`config.mk`:
```
export PLATFORM = sky130hd
export DESIGN_NAME = led_pulse_scheduler
export DESIGN_NICKNAME = d
export VERILOG_FILES = /design/src/rtl/led_pulse_scheduler.sv
export SDC_FILE = /design/constraint.sdc
export NUM_CORES = 1
export LEC_CHECK = 0
export CAP_MARGIN = 20
export CORE_UTILIZATION = 55
export CTS_CLUSTER_DIAMETER = 80
export DETAILED_ROUTE_END_ITERATION = 8
export MAX_ROUTING_LAYER = met4
export PLACE_DENSITY = 0.83
export SYNTH_ARGS = -nofsm -noshare
export SYNTH_HDL_FRONTEND = slang
export SYNTH_SLANG_ARGS = --single-unit
```
`constraint.sdc`:
```
create_clock -name clk_i -period 2.8 [get_ports clk_i]
set_clock_uncertainty 0.1 [all_clocks]
set_input_delay 0.56 -clock clk_i [delete_from_list [all_inputs] [get_ports clk_i]]
set_output_delay 0.56 -clock clk_i [all_outputs]
set_load 0.05 [all_outputs]
```
`src/rtl/led_pulse_scheduler.sv`:
```
`default_nettype none
// ============================================================================
//  Module      : led_pulse_scheduler
//  Description : Shares one LED between N_REQ pulse requesters. Each
//                single-cycle request is latched as pending. Pending
//                requests are served round-robin. Each served request
//                produces one fixed-length LED pulse followed by a fixed
//                dark gap.
//  Ports       : clk_i      - clock, all logic on the rising edge
//                rst_i      - synchronous active-high reset
//                req_i      - per-requester one-cycle request pulses
//                clear_i    - discard every pending request
//                led_o      - shared LED drive (registered)
//                grant_o    - one-hot owner of the current pulse, 0 outside ON
//                pending_o  - latched pending request bits
//                busy_o     - high whenever the scheduler is not IDLE
//                drop_o     - one-cycle flag: request hit an already-set
//                             pending bit
//  Revision    : 1.0 - initial release
// ============================================================================
module led_pulse_scheduler #(
  parameter int N_REQ        = 4,
  parameter int PULSE_CYCLES = 8,
  parameter int GAP_CYCLES   = 4
) (
  input  logic             clk_i,
  input  logic             rst_i,
  input  logic [N_REQ-1:0] req_i,
  input  logic             clear_i,
  output logic             led_o,
  output logic [N_REQ-1:0] grant_o,
  output logic [N_REQ-1:0] pending_o,
  output logic             busy_o,
  output logic             drop_o
);

  localparam int c_MAX_CYC = (PULSE_CYCLES > GAP_CYCLES) ? PULSE_CYCLES : GAP_CYCLES;
  localparam int c_CNT_W   = $clog2(c_MAX_CYC + 1);
  localparam int c_PTR_W   = (N_REQ > 1) ? $clog2(N_REQ) : 1;

  // The counter is loaded with (length - 1) on entry so that the entering
  // edge already counts as the first cycle of the phase.
  localparam logic [c_CNT_W-1:0] c_ON_LOAD  = c_CNT_W'(PULSE_CYCLES - 1);
  localparam logic [c_CNT_W-1:0] c_GAP_LOAD = c_CNT_W'(GAP_CYCLES - 1);
  localparam logic [c_PTR_W-1:0] c_PTR_INIT = c_PTR_W'(N_REQ - 1);
  localparam logic [N_REQ-1:0]   c_ONE      = {{(N_REQ-1){1'b0}}, 1'b1};

  typedef enum logic [1:0] {
    S_IDLE = 2'd0,
    S_ON   = 2'd1,
    S_GAP  = 2'd2
  } state_t;

  state_t               r_state;
  logic [c_CNT_W-1:0]   r_cnt;
  logic [c_PTR_W-1:0]   r_ptr;
  logic [N_REQ-1:0]     r_pend;
  logic                 r_led;
  logic [N_REQ-1:0]     r_grant;
  logic                 r_drop;

  state_t               w_state_nxt;
  logic [c_CNT_W-1:0]   w_cnt_nxt;
  logic [c_PTR_W-1:0]   w_ptr_nxt;
  logic                 w_led_nxt;
  logic [N_REQ-1:0]     w_grant_nxt;
  logic [N_REQ-1:0]     w_serve;
  logic [N_REQ-1:0]     w_keep;
  logic [N_REQ-1:0]     w_pend_nxt;
  logic                 w_drop_nxt;

  logic                 w_win_found;
  logic [c_PTR_W-1:0]   w_win_idx;
  logic [N_REQ-1:0]     w_win_mask;
  int                   w_idx_int;
  logic [c_PTR_W-1:0]   w_idx;

  // Round-robin search starting just after the last winner, on the
  // registered pending bits only.
  always_comb begin
    w_win_found = 1'b0;
    w_win_idx   = r_ptr;
    w_idx_int   = 0;
    w_idx       = '0;
    for (int i = 1; i <= N_REQ; i++) begin
      w_idx_int = int'(r_ptr) + i;
      if (w_idx_int >= N_REQ) begin
        w_idx_int = w_idx_int - N_REQ;
      end
      w_idx = c_PTR_W'(w_idx_int);
      if (!w_win_found && r_pend[w_idx]) begin
        w_win_found = 1'b1;
        w_win_idx   = w_idx;
      end
    end
    w_win_mask = c_ONE << w_win_idx;
  end

  // Next-state and registered-output logic.
  always_comb begin
    w_state_nxt = r_state;
    w_cnt_nxt   = r_cnt;
    w_ptr_nxt   = r_ptr;
    w_led_nxt   = r_led;
    w_grant_nxt = r_grant;
    w_serve     = '0;
    unique case (r_state)
      S_IDLE: begin
        if (w_win_found) begin
          w_state_nxt = S_ON;
          w_cnt_nxt   = c_ON_LOAD;
          w_ptr_nxt   = w_win_idx;
          w_led_nxt   = 1'b1;
          w_grant_nxt = w_win_mask;
          w_serve     = w_win_mask;
        end
      end
      S_ON: begin
        if (r_cnt == '0) begin
          w_state_nxt = S_GAP;
          w_cnt_nxt   = c_GAP_LOAD;
          w_led_nxt   = 1'b0;
          w_grant_nxt = '0;
        end else begin
          w_cnt_nxt = r_cnt - c_CNT_W'(1);
        end
      end
      S_GAP: begin
        if (r_cnt == '0) begin
          if (w_win_found) begin
            // Back-to-back service: no IDLE bubble between events.
            w_state_nxt = S_ON;
            w_cnt_nxt   = c_ON_LOAD;
            w_ptr_nxt   = w_win_idx;
            w_led_nxt   = 1'b1;
            w_grant_nxt = w_win_mask;
            w_serve     = w_win_mask;
          end else begin
            w_state_nxt = S_IDLE;
            w_led_nxt   = 1'b0;
            w_grant_nxt = '0;
          end
        end else begin
          w_cnt_nxt = r_cnt - c_CNT_W'(1);
        end
      end
      default: begin
        w_state_nxt = S_IDLE;
        w_led_nxt   = 1'b0;
        w_grant_nxt = '0;
      end
    endcase
  end

  // A request arriving in the cycle its bit is served or cleared survives,
  // because req_i is OR-ed in after the masking.
  always_comb begin
    w_keep     = ~w_serve & ~{N_REQ{clear_i}};
    w_pend_nxt = (r_pend & w_keep) | req_i;
    w_drop_nxt = |(req_i & r_pend & w_keep);
  end

  always_ff @(posedge clk_i) begin
    if (rst_i) begin
      r_state <= S_IDLE;
      r_cnt   <= '0;
      r_ptr   <= c_PTR_INIT;
      r_pend  <= '0;
      r_led   <= 1'b0;
      r_grant <= '0;
      r_drop  <= 1'b0;
    end else begin
      r_state <= w_state_nxt;
      r_cnt   <= w_cnt_nxt;
      r_ptr   <= w_ptr_nxt;
      r_pend  <= w_pend_nxt;
      r_led   <= w_led_nxt;
      r_grant <= w_grant_nxt;
      r_drop  <= w_drop_nxt;
    end
  end

  assign led_o     = r_led;
  assign grant_o   = r_grant;
  assign pending_o = r_pend;
  assign busy_o    = (r_state != S_IDLE);
  assign drop_o    = r_drop;

endmodule
`default_nettype wire

```
# After elaboration in Yosys (flattened, before gate mapping)
# Cells that the tools add are included.
word_totals:
  reg_bits: 18
  in_bits: 7
  output_inout_bits: 11
  word_cells: 95
classes:
  add_sub_neg: 9
  order_cmp: 8
  eq_ne: 5
  n_shift: 1
  n_mux: 44
  n_bitwise: 7
  n_reduce_logical: 14
ops:
  columns: ["operator", "count"]
  rows:
  - ["4-bit 2-to-1 mux", 8]
  - ["2-bit 2-to-1 mux", 13]
  - ["4-bit one-hot mux with 3 select lines", 2]
  - ["4-bit AND", 4]
  - ["1-bit 2-to-1 mux", 13]
  - ["2-bit by 3-bit less-than comparator with 1-bit output, second input constant", 4]
  - ["3-bit greater-or-equal comparator, second input constant", 3]
  - ["1-bit binary-select mux with 2-bit select", 4]
  - ["4-bit inverter", 2]
  - ["4-bit one-hot mux with 2 select lines", 1]
  - ["2-bit by 1-bit subtractor with 2-bit output, second input constant", 4]
  - ["2-bit by 2-bit adder with 3-bit output, second input constant", 2]
  - ["2-bit inequality test, second input constant", 3]
  - ["2-bit one-hot mux with 3 select lines", 1]
  - ["2-bit by 3-bit adder with 4-bit output, second input constant", 1]
  - ["4-bit by 3-bit greater-or-equal comparator with 1-bit output, second input constant", 1]
  - ["4-bit logical NOT", 1]
  - ["4-bit OR", 1]
  - ["2-bit one-hot mux with 2 select lines", 1]
  - ["2-bit nonzero test", 2]
  - ["4-bit OR reduction", 1]
  - ["1-bit by 2-bit left shift with 4-bit output, first input constant", 1]
  - ["4-bit by 1-bit subtractor with 4-bit output, second input constant", 1]
  - ["2-bit by 1-bit adder with 3-bit output, second input constant", 1]
  - ["other kinds (9)", 13]

# Logic depth before layout (Yosys ltp)
depth:
  word_depth: 23
  mapped_depth: 9
  ltp_nobuf: 7

# Worst setup path after synthesis
# No wires, ideal clock.
synth_path:
  path_kind: "flip-flop to flip-flop"
  startpoint: "register r_pend[2], in the netlist pending_o[2]"
  endpoint: "register r_cnt[0]"
  setup_time_ns: 0.128
  arrival_ns: 1.734
  required_time_ns: 2.572
  setup_slack_ns: 0.838
  path_stages_with_launch: 6
  n_path_buf: 1
  period_less_slack_ns: 1.962
  cell_sequence: "dfxtp_1 or4_1 buf_2 o32a_1 o211ai_1 a21oi_1"
synth_via:
  elab_chain_cells: 15
  elab_cells_between_ends: 21
  classes_between: "15 x mux; 6 x reduce/logical"
synth_rtl:
  columns: ["item", "line", "source"]
  rows:
  - ["start: declaration", "57", "logic [N_REQ-1:0] r_pend;"]
  - ["start signal: assignment", "176", "r_pend <= w_pend_nxt;"]
  - ["1-bit binary-select mux with 2-bit select", "91", "if (!w_win_found && r_pend[w_idx]) begin"]
  - ["1-bit 2-to-1 mux (implied by the code)", "91", null]
  - ["1-bit 2-to-1 mux", "91", null]
  - ["1-bit logical NOT", "91", null]
  - ["1-bit logical AND", "91", null]
  - ["1-bit 2-to-1 mux", "91", null]
  - ["1-bit logical NOT", "91", null]
  - ["1-bit logical AND", "91", null]
  - ["1-bit 2-to-1 mux", "91", null]
  - ["1-bit logical NOT", "91", null]
  - ["1-bit logical AND", "91", null]
  - ["1-bit 2-to-1 mux (*)", "91", null]
  - ["4-bit 2-to-1 mux (*)", null, null]
  - ["4-bit 2-to-1 mux", null, null]
  - ["4-bit one-hot mux with 3 select lines (*)", null, null]
  - ["end signal: assignment", "174", "r_cnt <= w_cnt_nxt;"]
  - ["end: declaration", "55", "logic [c_CNT_W-1:0] r_cnt;"]
# Every way passes the cells marked *; elsewhere a longest branch is shown, timed or not. The select of a mux whose other input is x is not followed.
# A chain may end at the register's enable or synchronous reset.

# Worst setup path in the final report
layout_path:
  startpoint: "register r_state[0]"
  endpoint: "output busy_o"
layout_via:
  elab_chain_cells: 1
layout_rtl:
  columns: ["item", "line", "source"]
  rows:
  - ["start: declaration", "54", "state_t r_state;"]
  - ["start signal: assignment", "173", "r_state <= w_state_nxt;"]
  - ["2-bit nonzero test", "186", "assign busy_o = (r_state != S_IDLE);"]
  - ["end: declaration", "33", "output logic busy_o,"]
# No other way between the ends.

==> impl_metrics.tcl <==
set metrics [dict create \
    grtUsageTotal 0.271 \
    clock_sinks 18 \
    grt_pass1_vias 944 \
    routed_via_density 6.14 \
    ctsHoldBuffers 0 \
    core_area_um2 1750 \
    start_kind "flip-flop" \
    first_pass_iters 4 \
    cp_num_buf_inv 3 \
    max_freq_ghz 0.388 \
    cts-root-buf "clkbuf_4" \
    vdd_drop_max_uv 614 \
    vias 1038 \
    clk_pin_slew_worst_paths_ns 0.11 \
    ant_nets 0 \
    syn_avg_cell_area_um2 8.08 \
    synth.distinct_cells 37 \
    post_cts_buffers 0 \
    ys_seq_elements 18 \
    drv_cap 0 \
    gp_congestion 0.890 \
    grt_max_degree 18 \
    ys.warnings.count 0 \
    h-tree-depth 1 \
    drc 0 \
    crit_required_ns 2.14 \
    cellPowerDensity_nw_per_um2 950 \
    synth_fp_nets 140 \
    dpl.cell_count 165 \
    min_period_ns 2.58 \
    start_util 0.593 \
    synth-edff-count 0 \
    synth.mux.area_fraction 0 \
    drt_wl_total_mm 2.46 \
    setup-violations-final 0 \
    clk_path_buf_depth 2 \
    rows 15 \
    crit_chain "inv_1, ha_1, inv_1, clkdlybuf4s50_1" \
    cpMostUsedCell "inv_1" \
    synth_area_leaders "dfxtp_1 (35%), ha_1 (6.0%), nor2_1 (5.4%), inv_1 (5.1%), a21oi_1 (4.8%)" \
    final_cell_area_um2 1250 \
    antenna_found_initial 0 \
    maxSlewViolCount 0 \
    fin_tns_setup_ns 0 \
    chipHeight_um 45.4 \
    syn_inst 128 \
    worstPathMaxFanout 4 \
    cts_tree "yes" \
    antenna_cells 0 \
    hold-worst-slack_ns 0.408 \
    synth_compound_area_frac 0.334 \
    io_buffers 17 \
    finalCritPeriodShare 0.920 \
    ys_seq_area_frac 0.348 \
    die_x_um 45.4 \
    crit_type "flip-flop to output port" \
    grt_pass1_wl_mm 3.99 \
    p_leak_nw 0.489 \
    slowest_stage "clkdlybuf4s50_1" \
    max_stage_delay_ns 0.81 \
    dp_hpwl_mm 1.78 \
    worstPathArrival_ns 1.92 \
    status "complete, no violations" \
    stdcell_count 169 \
    cpLargestDelayFamily "buffers and inverters" \
    cts_buffers 3 \
    drt-initial-drc-count 54 \
    yosys.area.top_type "dfxtp_1" \
    syn2layout_area_growth_pct 20.9 \
    cts_resized 0 \
    hp-class "flip-flop to flip-flop" \
    worst_pin_slew_ns 0.674 \
    synth_top_area_share 0.348 \
    layout-drive-gt1-share 0.0347 \
    n_fill_cell 141 \
    wl_per_cell_um 14.5 \
    ys.flop_type "dfxtp_1" \
    synth_xor_area_frac 0.00846 \
    async_flop_share 0 \
    yosys.area_share.simple 0.178 \
    nets 157 \
    place_area_um2 1210 \
    synth_top_family_by_area "compound AO/OA/AOI/OAI gates" \
    insertion_delay_ns 0.31 \
    crit_path_end_kind "output port" \
    overflow 0 \
    io_pins 18 \
    dieArea_um2 2060 \
    slew_headroom 0.546 \
    synthAdderAreaFrac 0.0605 \
    synth.cell_area_um2 1030 \
    rsz0062_at_grt "false" \
    hold_viol 0 \
]
## cell usage in the layout (no fill, tap or decap), types with 2 or more instances in the layout
| cell type | n |
|---|---|
| o21ai_0 | 10 |
| a21oi_1 | 10 |
| clkdlybuf4s50_1 | 17 |
| nor3_1 | 2 |
| o21a_1 | 2 |
| nand2b_1 | 2 |
| nor2b_1 | 5 |
| ha_1 | 5 |
| clkbuf_4 | 3 |
| a32oi_1 | 5 |
| nand2_1 | 5 |
| o31ai_1 | 4 |
| o311ai_0 | 4 |
| nor2_1 | 15 |
| o211ai_1 | 3 |
| dfxtp_1 | 18 |
| inv_1 | 14 |
## per-stage QoR
stage	util	worst slack [ns]	total power, mW
6_report	0.717	0.224	1.19
5_1_grt	0.717	0.139	1.26
4_1_cts	0.717	0.242	1.18
3_5_place_dp	0.696	0.587	1.01
3_3_place_gp	0.696	0.610	0.987
2_1_floorplan	-	0.838	0.856
## flip-flops by register name (all words and copies together) (netlist names)
name	count
pending_o	4
r_state	2
r_ptr	2
r_cnt	4
led_o	1
grant_o	4
drop_o	1
## worst paths after layout
kind / from / to / slack (ns) / depth (start not counted)
max: r_state[0] / busy_o / 0.22 / 4
min: grant_o[0] / grant_o[0] / 0.41 / 2
max reg2reg: r_cnt[0] / grant_o[2] / 0.77 / 7
min reg2reg: grant_o[0] / grant_o[0] / 0.41 / 2
## Yosys cell counts (2+ instances only)
cell type	count
a21oi_1	10
a32oi_1	5
buf_2	2
clkbuf_1	2
dfxtp_1	18
ha_1	5
inv_1	14
nand2_1	5
nand2b_1	2
nor2_1	15
nor2b_1	5
nor3_1	2
o211ai_1	3
o21a_1	2
o21ai_0	10
o311ai_0	4
o31ai_1	4
## per-layer routing
layer  track usage  part of all wire  wire (um)
met4         0.115             0.015         37
met2         0.420              0.47       1160
met1         0.352              0.44       1090
met3        0.0397             0.069        170
met5             -                 0          0
## power by group
part / switching [mW] / internal, mW / total, mW
Clock: 0.0912 / 0.0795 / 0.171
Sequential: 0.0692 / 0.321 / 0.390
Combinational: 0.401 / 0.227 / 0.629
Total: 0.562 / 0.627 / 1.19
## logic make-up (layout without fill, tap and decap cells)
logic type / count (synthesis) / after routing
buffers and inverters: 19 / 35
AOI/OAI and AO/OA: 49 / 49
adders and majority gates: 5 / 5
and+or+nand+nor: 36 / 36
xor gates and xnor gates: 1 / 1
DFF: 18 / 18
## final cells by class
cell class                      instances  area (um^2)  share of cell area
Clock buffer                            4         36.3              0.0290
Inverter                               14         52.6              0.0420
Multi-Input combinational cell         91          601               0.480
Sequential cell                        18          360               0.288
Tap cell                               25         31.3              0.0250
Timing Repair Buffer                   17          170               0.136
## tightest hold or removal path: cells and delay by family (launching register included)
| family | cells | cell delay, ns |
|---|---|---|
| flops | 1 | 0.35 |
| compound gates | 1 | 0.06 |
| simple gates | 1 | 0.08 |
(Power assumes the default switching activity.)
